**src/rtl/calendar_display_pkg.sv**
```systemverilog
// Shared constants for the calendar display: 1080p60 raster timing
// and character cell geometry used by the renderer.
package calendar_display_pkg;

    localparam int DEF_H_ACTIVE = 1920;
    localparam int DEF_H_FP     = 88;
    localparam int DEF_H_SYNC   = 44;
    localparam int DEF_H_BP     = 148;

    localparam int DEF_V_ACTIVE = 1080;
    localparam int DEF_V_FP     = 4;
    localparam int DEF_V_SYNC   = 5;
    localparam int DEF_V_BP     = 36;

    localparam int CHAR_WIDTH   = 32;
    localparam int CHAR_HEIGHT  = 32;

    // 12 bits cover the largest total (2200) of the default timing
    localparam int CNT_W        = 12;

    function automatic int span_total(
        input int active,
        input int fp,
        input int sync,
        input int bp
    );
        return active + fp + sync + bp;
    endfunction

endpackage

```
**src/rtl/sync_delay_line.sv**
```systemverilog
// 1-bit shift register that delays a sync signal by DEPTH clocks;
// every stage resets to INIT, DEPTH = 0 passes straight through.
module sync_delay_line #(
    parameter int   DEPTH = 2,
    parameter logic INIT  = 1'b0
) (
    input  logic clk_i,
    input  logic rst_i,
    input  logic d_i,
    output logic q_o
);

    generate
        if (DEPTH == 0) begin : g_wire
            logic unused_clk_rst;
            assign unused_clk_rst = clk_i ^ rst_i;
            assign q_o = d_i;
        end else begin : g_shift
            logic [DEPTH-1:0] sr_q;

            always_ff @(posedge clk_i) begin
                if (rst_i) begin
                    sr_q <= {DEPTH{INIT}};
                end else begin
                    sr_q[0] <= d_i;
                    for (int i = 1; i < DEPTH; i++) begin
                        sr_q[i] <= sr_q[i-1];
                    end
                end
            end

            assign q_o = sr_q[DEPTH-1];
        end
    endgenerate

endmodule

```
**src/rtl/vga_timing_gen.sv**
```systemverilog
// Raster timing source: scan counters, registered position/strobe decode,
// delayed panel syncs and a wrapping frame counter.
module vga_timing_gen
    import calendar_display_pkg::*;
#(
    parameter int   H_ACTIVE   = DEF_H_ACTIVE,
    parameter int   H_FP       = DEF_H_FP,
    parameter int   H_SYNC     = DEF_H_SYNC,
    parameter int   H_BP       = DEF_H_BP,
    parameter int   V_ACTIVE   = DEF_V_ACTIVE,
    parameter int   V_FP       = DEF_V_FP,
    parameter int   V_SYNC     = DEF_V_SYNC,
    parameter int   V_BP       = DEF_V_BP,
    parameter logic HS_POL     = 1'b1,
    parameter logic VS_POL     = 1'b1,
    parameter int   SYNC_DELAY = 2
) (
    input  logic        clk_148_5MHz,
    input  logic        reset,
    output logic [31:0] pixel_x,
    output logic [31:0] pixel_y,
    output logic        video_on,
    output logic        hsync,
    output logic        vsync,
    output logic        line_start,
    output logic        frame_start,
    output logic [7:0]  frame_count
);

    localparam int H_TOTAL = span_total(H_ACTIVE, H_FP, H_SYNC, H_BP);
    localparam int V_TOTAL = span_total(V_ACTIVE, V_FP, V_SYNC, V_BP);

    localparam logic [CNT_W-1:0] H_LAST = CNT_W'(H_TOTAL - 1);
    localparam logic [CNT_W-1:0] V_LAST = CNT_W'(V_TOTAL - 1);
    localparam logic [CNT_W-1:0] H_ACT  = CNT_W'(H_ACTIVE);
    localparam logic [CNT_W-1:0] V_ACT  = CNT_W'(V_ACTIVE);
    localparam logic [CNT_W-1:0] HS_BEG = CNT_W'(H_ACTIVE + H_FP);
    localparam logic [CNT_W-1:0] HS_END = CNT_W'(H_ACTIVE + H_FP + H_SYNC);
    localparam logic [CNT_W-1:0] VS_BEG = CNT_W'(V_ACTIVE + V_FP);
    localparam logic [CNT_W-1:0] VS_END = CNT_W'(V_ACTIVE + V_FP + V_SYNC);

    logic [CNT_W-1:0] h_q, h_d;
    logic [CNT_W-1:0] v_q, v_d;
    logic [CNT_W-1:0] x_q, y_q;
    logic             von_q, von_d;
    logic             hs_q, hs_d;
    logic             vs_q, vs_d;
    logic             ls_q, ls_d;
    logic             fs_q, fs_d;
    logic [7:0]       fc_q, fc_d;
    logic             started_q;

    always_comb begin
        h_d  = '0;
        v_d  = v_q;
        von_d = 1'b0;
        hs_d = ~HS_POL;
        vs_d = ~VS_POL;
        ls_d = 1'b0;
        fs_d = 1'b0;
        fc_d = fc_q;

        // Out-of-range counts fall back to 0 through the same wrap path
        if (h_q < H_LAST) begin
            h_d = h_q + CNT_W'(1);
        end else begin
            v_d = '0;
            if (v_q < V_LAST) begin
                v_d = v_q + CNT_W'(1);
            end
        end

        von_d = (h_q < H_ACT) && (v_q < V_ACT);
        if ((h_q >= HS_BEG) && (h_q < HS_END)) begin
            hs_d = HS_POL;
        end
        if ((v_q >= VS_BEG) && (v_q < VS_END)) begin
            vs_d = VS_POL;
        end
        ls_d = (h_q == '0);
        fs_d = ls_d && (v_q == '0);

        // The frame_start right after reset opens frame 0; it is not a completion
        if (fs_d && started_q) begin
            fc_d = fc_q + 8'd1;
        end
    end

    always_ff @(posedge clk_148_5MHz) begin
        if (reset) begin
            h_q       <= '0;
            v_q       <= '0;
            x_q       <= '0;
            y_q       <= '0;
            von_q     <= 1'b0;
            hs_q      <= ~HS_POL;
            vs_q      <= ~VS_POL;
            ls_q      <= 1'b0;
            fs_q      <= 1'b0;
            fc_q      <= 8'd0;
            started_q <= 1'b0;
        end else begin
            h_q   <= h_d;
            v_q   <= v_d;
            x_q   <= h_q;
            y_q   <= v_q;
            von_q <= von_d;
            hs_q  <= hs_d;
            vs_q  <= vs_d;
            ls_q  <= ls_d;
            fs_q  <= fs_d;
            fc_q  <= fc_d;
            if (fs_d) begin
                started_q <= 1'b1;
            end
        end
    end

    sync_delay_line #(
        .DEPTH (SYNC_DELAY),
        .INIT  (~HS_POL)
    ) u_hs_delay (
        .clk_i (clk_148_5MHz),
        .rst_i (reset),
        .d_i   (hs_q),
        .q_o   (hsync)
    );

    sync_delay_line #(
        .DEPTH (SYNC_DELAY),
        .INIT  (~VS_POL)
    ) u_vs_delay (
        .clk_i (clk_148_5MHz),
        .rst_i (reset),
        .d_i   (vs_q),
        .q_o   (vsync)
    );

    assign pixel_x     = {{(32-CNT_W){1'b0}}, x_q};
    assign pixel_y     = {{(32-CNT_W){1'b0}}, y_q};
    assign video_on    = von_q;
    assign line_start  = ls_q;
    assign frame_start = fs_q;
    assign frame_count = fc_q;

endmodule
```
**config.mk**
```make
export PLATFORM = sky130hd
export DESIGN_NAME = vga_timing_gen
export DESIGN_NICKNAME = d
export VERILOG_FILES = /design/src/rtl/calendar_display_pkg.sv /design/src/rtl/sync_delay_line.sv /design/src/rtl/vga_timing_gen.sv
export SDC_FILE = /design/constraint.sdc
export NUM_CORES = 1
export LEC_CHECK = 0
export CAP_MARGIN = 10
export CORE_ASPECT_RATIO = 0.9
export CORE_MARGIN = 10
export CORE_UTILIZATION = 52
export DETAILED_ROUTE_END_ITERATION = 10
export PLACE_DENSITY_LB_ADDON = 0.2
export SLEW_MARGIN = 30
export SYNTH_ARGS = -nofsm -noshare
export SYNTH_HDL_FRONTEND = slang
export SYNTH_SLANG_ARGS = --single-unit
export TNS_END_PERCENT = 10
```
**constraint.sdc**
```tcl
create_clock -name clk_148_5MHz -period 4 [get_ports clk_148_5MHz]
set_input_delay 0.8 -clock clk_148_5MHz [delete_from_list [all_inputs] [get_ports clk_148_5MHz]]
set_output_delay 0.8 -clock clk_148_5MHz [all_outputs]
set_load 0.005 [all_outputs]
```
==> reports/metrics.csv, run 1 <==
metric,value,unit
"Setup Fix Bufs, Post-CTS",0,
Max Cap Viol,0,
Final GP Congestion,0.780,
Final Hold Violating Endpoints,0,
Vias/cell,5.22,
die area,9350,um^2
startpoint types,register,
critical path peak fanout,14,
ratio of cells with drive above 1 in the final layout,7.40,%
DR iter-0 viols,115,
detailed-placement wirelength estimate,4340,um
worst hold slack,0.435,ns
Core ar.,5690,um^2
# port buffers,38,
area post-placement,3240,um^2
Compound-Gate Fraction of Synth Area,11.0,%
HP Class,reg -> reg,
main combinational cell family by area after synthesis,simple AND/OR/NAND/NOR gates,
clock sink count,66,
VDD IR max,321,uV
n_diodes,0,
final net count,367,
XOR/XNOR share of the synthesized area,2.58,%
Layout fillers,492,
Syn. warnings,0,
Bufs on Longest Clock Path,2,
Mapped Area,3060,um^2
CTS HTree Levels,3,
Unique masters post-synth,44,
register area,1320,um^2
# IOs,79,
final slew viol count,0,
Simple-Gate Fraction of Synth Area,25.4,%
"Design Area, Final",3450,um^2
post_cts resized,0,
final core utilization,60.6,%
first-pass GRT wire length,9960,um
mux contribution to synthesized area,0.368,%
CTS tree,built,
largest net degree at the start of global routing,67,
register bit count reported by yosys,66,
status,"complete, no violations",
first-pass iteration count of the detailed router,4,
fmax,460,MHz
Num CTS Buffers,9,
post-synthesis adder-cell area fraction,2.05,%
slew of the pin with the lowest slew margin,0.924,ns
number of synthesized flops with an enable pin,0,
worst setup path startpoint,v_q[7]$_SDFFE_PP0P_,
Clock Skew,0.00831,ns
register area share after synthesis,43.2,%
initial antenna violation count,0,
Critical Path RT,4.26,ns
Reg-to-Reg Start,v_q[7]$_SDFFE_PP0P_,
Die H,92.8,um
crit path time final,2.18,ns
GRT Residual Overflow,0,
Synth Flop Type,dfxtp_1,
Worst Setup End Kind,register,
initial core utilization,53.7,%
routed len/inst,14.3,um
Syn Area/Cell,9.27,um^2
floorplan die width,101,um
vias post-DR,2271,
Slew headroom,38.2,%
area of the multi-input gates,1420,um^2
DRT antenna net count,0,
gr usage total,13.0,%
CP arrival,2.44,ns
Clock Pin Slew Worst Setup and Hold Paths,0.07,ns
Min-Delay Startpoint,vs_q$_SDFF_PP0_,
num rows,26,
final worst-path cycle share,54.4,%
Post-synth ARST share,0,%
Area Overhead vs Synth,12.8,%
Pwr Density,378,nW/um^2
vias in the first global route,2118,
setup_tns,0,ns
Residual DRC,0,
Leak,0.00125,uW
clk root buf,clkbuf_8,
Routed WL,6210,um
Clock Latency Late Sink,0.34,ns
synthesized instance count,330,
Final setup violation count,0,
RSZ-0062 raised after global routing,false,
CP Class,reg -> reg,
hold buffer count at cts,0,
[worst paths after layout]
check                                           to  slack [ns]  cells after the start
max reg2reg            frame_count[3]$_SDFFE_PP0P_        1.82                      4
min reg2reg  u_vs_delay.g_shift.sr_q[0]$_SDFF_PP0_        0.43                      1
max                    frame_count[3]$_SDFFE_PP0P_        1.82                      4
min          u_vs_delay.g_shift.sr_q[0]$_SDFF_PP0_        0.43                      1
[per-stage QoR]
step | power [uW] | instances | setup WS (ns)
detailed placement | 755 | 418 | 1.85
CTS | 1310 | 434 | 1.84
finish | 1300 | 435 | 1.82
global placement | 753 | 418 | 1.87
global route | 1350 | 435 | 1.65
floorplan | 768 | 369 | 2.26
[cell type report]
| class | count | area share [%] |
|---|---|---|
| Clock inverter | 4 | 1.45 |
| Multi-Input combinational cell | 235 | 41.2 |
| Tap cell | 70 | 2.54 |
| Sequential cell | 66 | 38.3 |
| Clock buffer | 12 | 4.50 |
| Inverter | 9 | 0.979 |
| Timing Repair Buffer | 39 | 11.1 |
[report_power, final]
| part | leakage, uW | internal (uW) | total [uW] | switching (uW) |
|---|---|---|---|---|
| Combinational | 0.000618 | 24.6 | 65.7 | 41.2 |
| Clock | 0.0000986 | 321 | 562 | 241 |
| Sequential | 0.000534 | 667 | 676 | 8.84 |
[flip-flops by register name, summed over array words and instances (netlist names)]
name,cells
y_q,12
u_vs_delay.g_shift.sr_q,2
hs_q,1
v_q,12
started_q,1
u_hs_delay.g_shift.sr_q,2
frame_count,8
vs_q,1
x_q,12
video_on,1
frame_start,1
line_start,1
h_q,12
[cell usage in the layout (no fill, tap or decap), types with 11 or more instances in the layout]
cell	count
nor3_1	22
a21oi_1	13
nor2_1	28
dfxtp_1	66
nand4_1	11
clkbuf_8	11
conb_1	40
nand2_1	15
nor2b_1	23
clkdlybuf4s50_1	37
[metal layers]
metal / share of wire, % / wire, um / track usage (%) / vias to the layer above
met4: 1.5 / 93 / 6.00 / 0
met2: 45 / 2800 / 19.8 / 76
met1: 45 / 2790 / 15.4 / 1045
met5: 0 / 0 / 0 / -
met3: 8.5 / 530 / 5.42 / 10
li1: - / - / - / 1140
[synth_stat cells, types with 5 or more instances]
cell / n / area share [%]
dfxtp_1: 66 / 43
buf_4: 42 / 10
nor2_1: 28 / 3.4
nor2b_1: 23 / 4.7
nor3_1: 22 / 3.6
nand2_1: 15 / 1.8
a21oi_1: 14 / 2.3
nand4_1: 11 / 2.3
clkbuf_1: 10 / 1.2
inv_1: 9 / 1.1
o211ai_1: 9 / 2.2
nand3_1: 8 / 1.3
o31ai_1: 7 / 1.7
xnor2_1: 7 / 2.0
a32o_1: 6 / 2.0
or4_1: 6 / 1.5
ha_1: 5 / 2.0
[critical path, stage by stage, from the launching register on]
cell and delay [ns]:
dfxtp_1 0.39, nor4_4 0.40, nand4_1 0.51, or4_1 0.63, a21oi_1 0.15
[cell families after synthesis]
group | Yosys count
AO/OA/AOI/OAI | 47
XOR/XNOR | 9
adder cells (fa/ha/maj) | 5
buffers and inverters | 68
flip-flops | 66
multiplexers | 1
other | 1
AND/OR/NAND/NOR | 133
(Power assumes the default switching activity.)
==> inputs of run 2 (changes only) <==
--- a/config.mk
+++ b/config.mk
@@ -8,7 +8,7 @@
 export CAP_MARGIN = 10
 export CORE_ASPECT_RATIO = 0.9
 export CORE_MARGIN = 10
-export CORE_UTILIZATION = 52
+export CORE_UTILIZATION = 49
 export DETAILED_ROUTE_END_ITERATION = 10
 export PLACE_DENSITY_LB_ADDON = 0.2
 export SLEW_MARGIN = 30
==> constraint.sdc (replaced) <==
create_clock -name clk_148_5MHz -period 2.3 [get_ports clk_148_5MHz]
set_input_delay 0.46 -clock clk_148_5MHz [delete_from_list [all_inputs] [get_ports clk_148_5MHz]]
set_output_delay 0.46 -clock clk_148_5MHz [all_outputs]
set_load 0.005 [all_outputs]
==> run 2 against run 1 <==
Net effect:
- maximum frequency up 15%
- clock power up 73%
- worst setup slack worse by 1.4 ns
- largest power group unchanged
- power up 74%
- highest routed layer unchanged
- sequential share of layout area down 0.48 points
- first-iteration DRC count down 29%
- largest cell class unchanged
- clock-buffer cell count up 2
- wire length up 0.35%
- clock skew down 0.0024 ns
- register-to-register slack worse by 1.4 ns
==> reports/metrics.csv, run 2 (synthesis results as in run 1) <==
metric,value,unit,change
final setup margin,0.405,ns,-1.42 ns
most frequent cells in the layout,"dfxtp_1, conb_1, clkdlybuf4s50_1, nor2_1, nor2b_1",,
Clock Skew,0.00594,ns,-0.00238 ns
# port buffers,38,,unchanged
ratio of cells with drive above 1 in the final layout,8.33,%,+0.94 points
clk root buf,clkbuf_8,,
Num CTS Buffers,9,,unchanged
NetSw,505,uW,+74%
Leak,0.00129,uW,+3.0%
setup_tns,0,ns,unchanged
VDD IR max,437,uV,+36%
max incr delay on CP,0.57,ns,-0.06 ns
vias in the first global route,2186,,+3.2%
Die H,94.9,um,+2.4%
die area,9800,um^2,+4.8%
Final GP Congestion,0.831,,+6.6%
area post-placement,3300,um^2,+1.9%
CP arrival,2.17,ns,-0.27 ns
Core ar.,6080,um^2,+6.8%
hold buffer count at cts,0,,unchanged
final core utilization,57.5,%,-3.1 points
Final Hold Violating Endpoints,0,,unchanged
post_cts resized,0,,unchanged
vias post-DR,2303,,+1.4%
Routed WL,6240,um,+0.35%
gr usage total,12.7,%,-0.27 points
Sw Share,22.2,%,-0.084 points
Clock Latency Late Sink,0.34,ns,about the same
"Setup Fix Bufs, Post-CTS",0,,unchanged
Comb power frac,5.3,%,+0.3 points
slew of the pin with the lowest slew margin,0.660,ns,-0.264 ns
Reg power frac,51.8,%,about the same
critical path peak fanout,15,,+1
CP max stage cell,or4_1,,
final worst-path cycle share,82.4,%,+28 points
routed length on met2,3000,um,+7.0%
Min-Delay Startpoint,vs_q$_SDFF_PP0_,,
clock power share,42.9,%,-0.2 points
floorplan die width,103,um,+2.4%
initial antenna violation count,0,,unchanged
num rows,27,,+3.8%
pre-CTS WS,0.442,ns,-1.41 ns
WL met3,326,um,-38%
Worst Reg-to-Reg Cells,4,,unchanged
worst-path cell chain,"nor4_4, nand4_4, or4_1, a21oi_1",,
Worst Setup End Kind,register,,
final net count,374,,+1.9%
CTS tree,built,,
Layout fillers,555,,+13%
"commonest non-fill, non-tap cell in the layout",dfxtp_1,,
GRT Residual Overflow,0,,unchanged
DRT antenna net count,0,,unchanged
fmax,528,MHz,+15%
HP Class,reg -> reg,,
detailed-placement wirelength estimate,4430,um,+2.0%
Final setup violation count,0,,unchanged
Vias/cell,5.19,,-0.65%
RSZ-0062 raised after global routing,false,,
DR iter-0 viols,82,,-29%
clock sink count,66,,unchanged
Critical R2R Capture,frame_count[5]$_SDFFE_PP0P_,,
# IOs,79,,unchanged
internal power,1770,uW,+74%
CP Class,reg -> reg,,
first-pass iteration count of the detailed router,4,,unchanged
largest net degree at the start of global routing,38,,-43%
met1 wire length,2810,um,+0.72%
first-pass GRT wire length,9980,um,+0.21%
overall power,2270,uW,+74%
hold depth,1,,unchanged
initial core utilization,50.3,%,-3.4 points
n_diodes,0,,unchanged
Critical Path RT,2.58,ns,-1.68 ns
final slew viol count,0,,unchanged
Clock Pin Slew Worst Setup and Hold Paths,0.07,ns,about the same
Residual DRC,0,,unchanged
Hold EP,u_vs_delay.g_shift.sr_q[0]$_SDFF_PP0_,,
Top Layer Used,met4,,
Bufs on Longest Clock Path,2,,unchanged
Pwr Density,650,nW/um^2,+72%
Area Overhead vs Synth,14.3,%,
routed len/inst,14.0,um,-1.7%
crit path time final,1.89,ns,-0.281 ns
status,"complete, no violations",,
startpoint types,register,,
Slew headroom,56.0,%,+18 points
Reg-to-Reg Start,h_q[7]$_SDFF_PP0_,,
R2R Setup Slk,0.41,ns,-1.42 ns
"Design Area, Final",3490,um^2,+1.3%
CTS HTree Levels,3,,unchanged
Max Cap Viol,0,,unchanged
## run 2: cell count changes in the layout (fill, tap and decap cells not counted), sizes merged
cell and delta:
clkbuf +2, buf +7, clkinvlp -2
## run 2: area by class of cell
type | count | area [um^2] | share of cell area, %
repair buffers | 46 | 435 | 12.5
well taps | 72 | 90.1 | 2.58
clock buffers | 14 | 163 | 4.65
clock inverters | 2 | 35.0 | 1.00
inverters | 9 | 33.8 | 0.967
multi-input cells | 235 | 1420 | 40.5
flip-flops and latches | 66 | 1320 | 37.8
## run 2: power by group through the flow
stage,combinational (uW),clock [uW],sequential [uW]
2_1_floorplan,139,0,1200
3_3_place_gp,115,0,1200
3_5_place_dp,117,0,1200
4_1_cts,118,994,1180
5_1_grt,137,1050,1180
6_report,120,974,1180
## run 2: how the worst max path moves through the flow
stage	slack (ns)	depth (start not counted)	from	to
2_1_floorplan	0.56	6	h_q[7]$_SDFF_PP0_	frame_count[2]$_SDFFE_PP0P_
3_3_place_gp	0.50	4	h_q[7]$_SDFF_PP0_	frame_count[7]$_SDFFE_PP0P_
3_5_place_dp	0.44	4	h_q[7]$_SDFF_PP0_	frame_count[5]$_SDFFE_PP0P_
4_1_cts	0.42	4	h_q[7]$_SDFF_PP0_	frame_count[5]$_SDFFE_PP0P_
5_1_grt	0.30	4	h_q[7]$_SDFF_PP0_	frame_count[5]$_SDFFE_PP0P_
6_report	0.41	4	h_q[7]$_SDFF_PP0_	frame_count[5]$_SDFFE_PP0P_
## run 2: layer usage
metal,track usage [%],vias to the layer above
li1,-,1157
met1,14.5,1080
met2,20.7,54
met3,5.40,12
met4,4.98,0
met5,0,-
## run 2: through the flow
step / instances / hold WS, ns
6_report: 444 / 0.439
2_1_floorplan: 369 / 0.414
5_1_grt: 444 / 0.462
4_1_cts: 444 / 0.442
3_5_place_dp: 428 / 0.425
3_3_place_gp: 428 / 0.419
## run 2: worst max-delay path: cells and delay by family (launching register included)
family           cells  cell delay [ns]
flip-flops           1             0.42
AND/OR/NAND/NOR      3             1.27
AO/OA/AOI/OAI        1             0.14
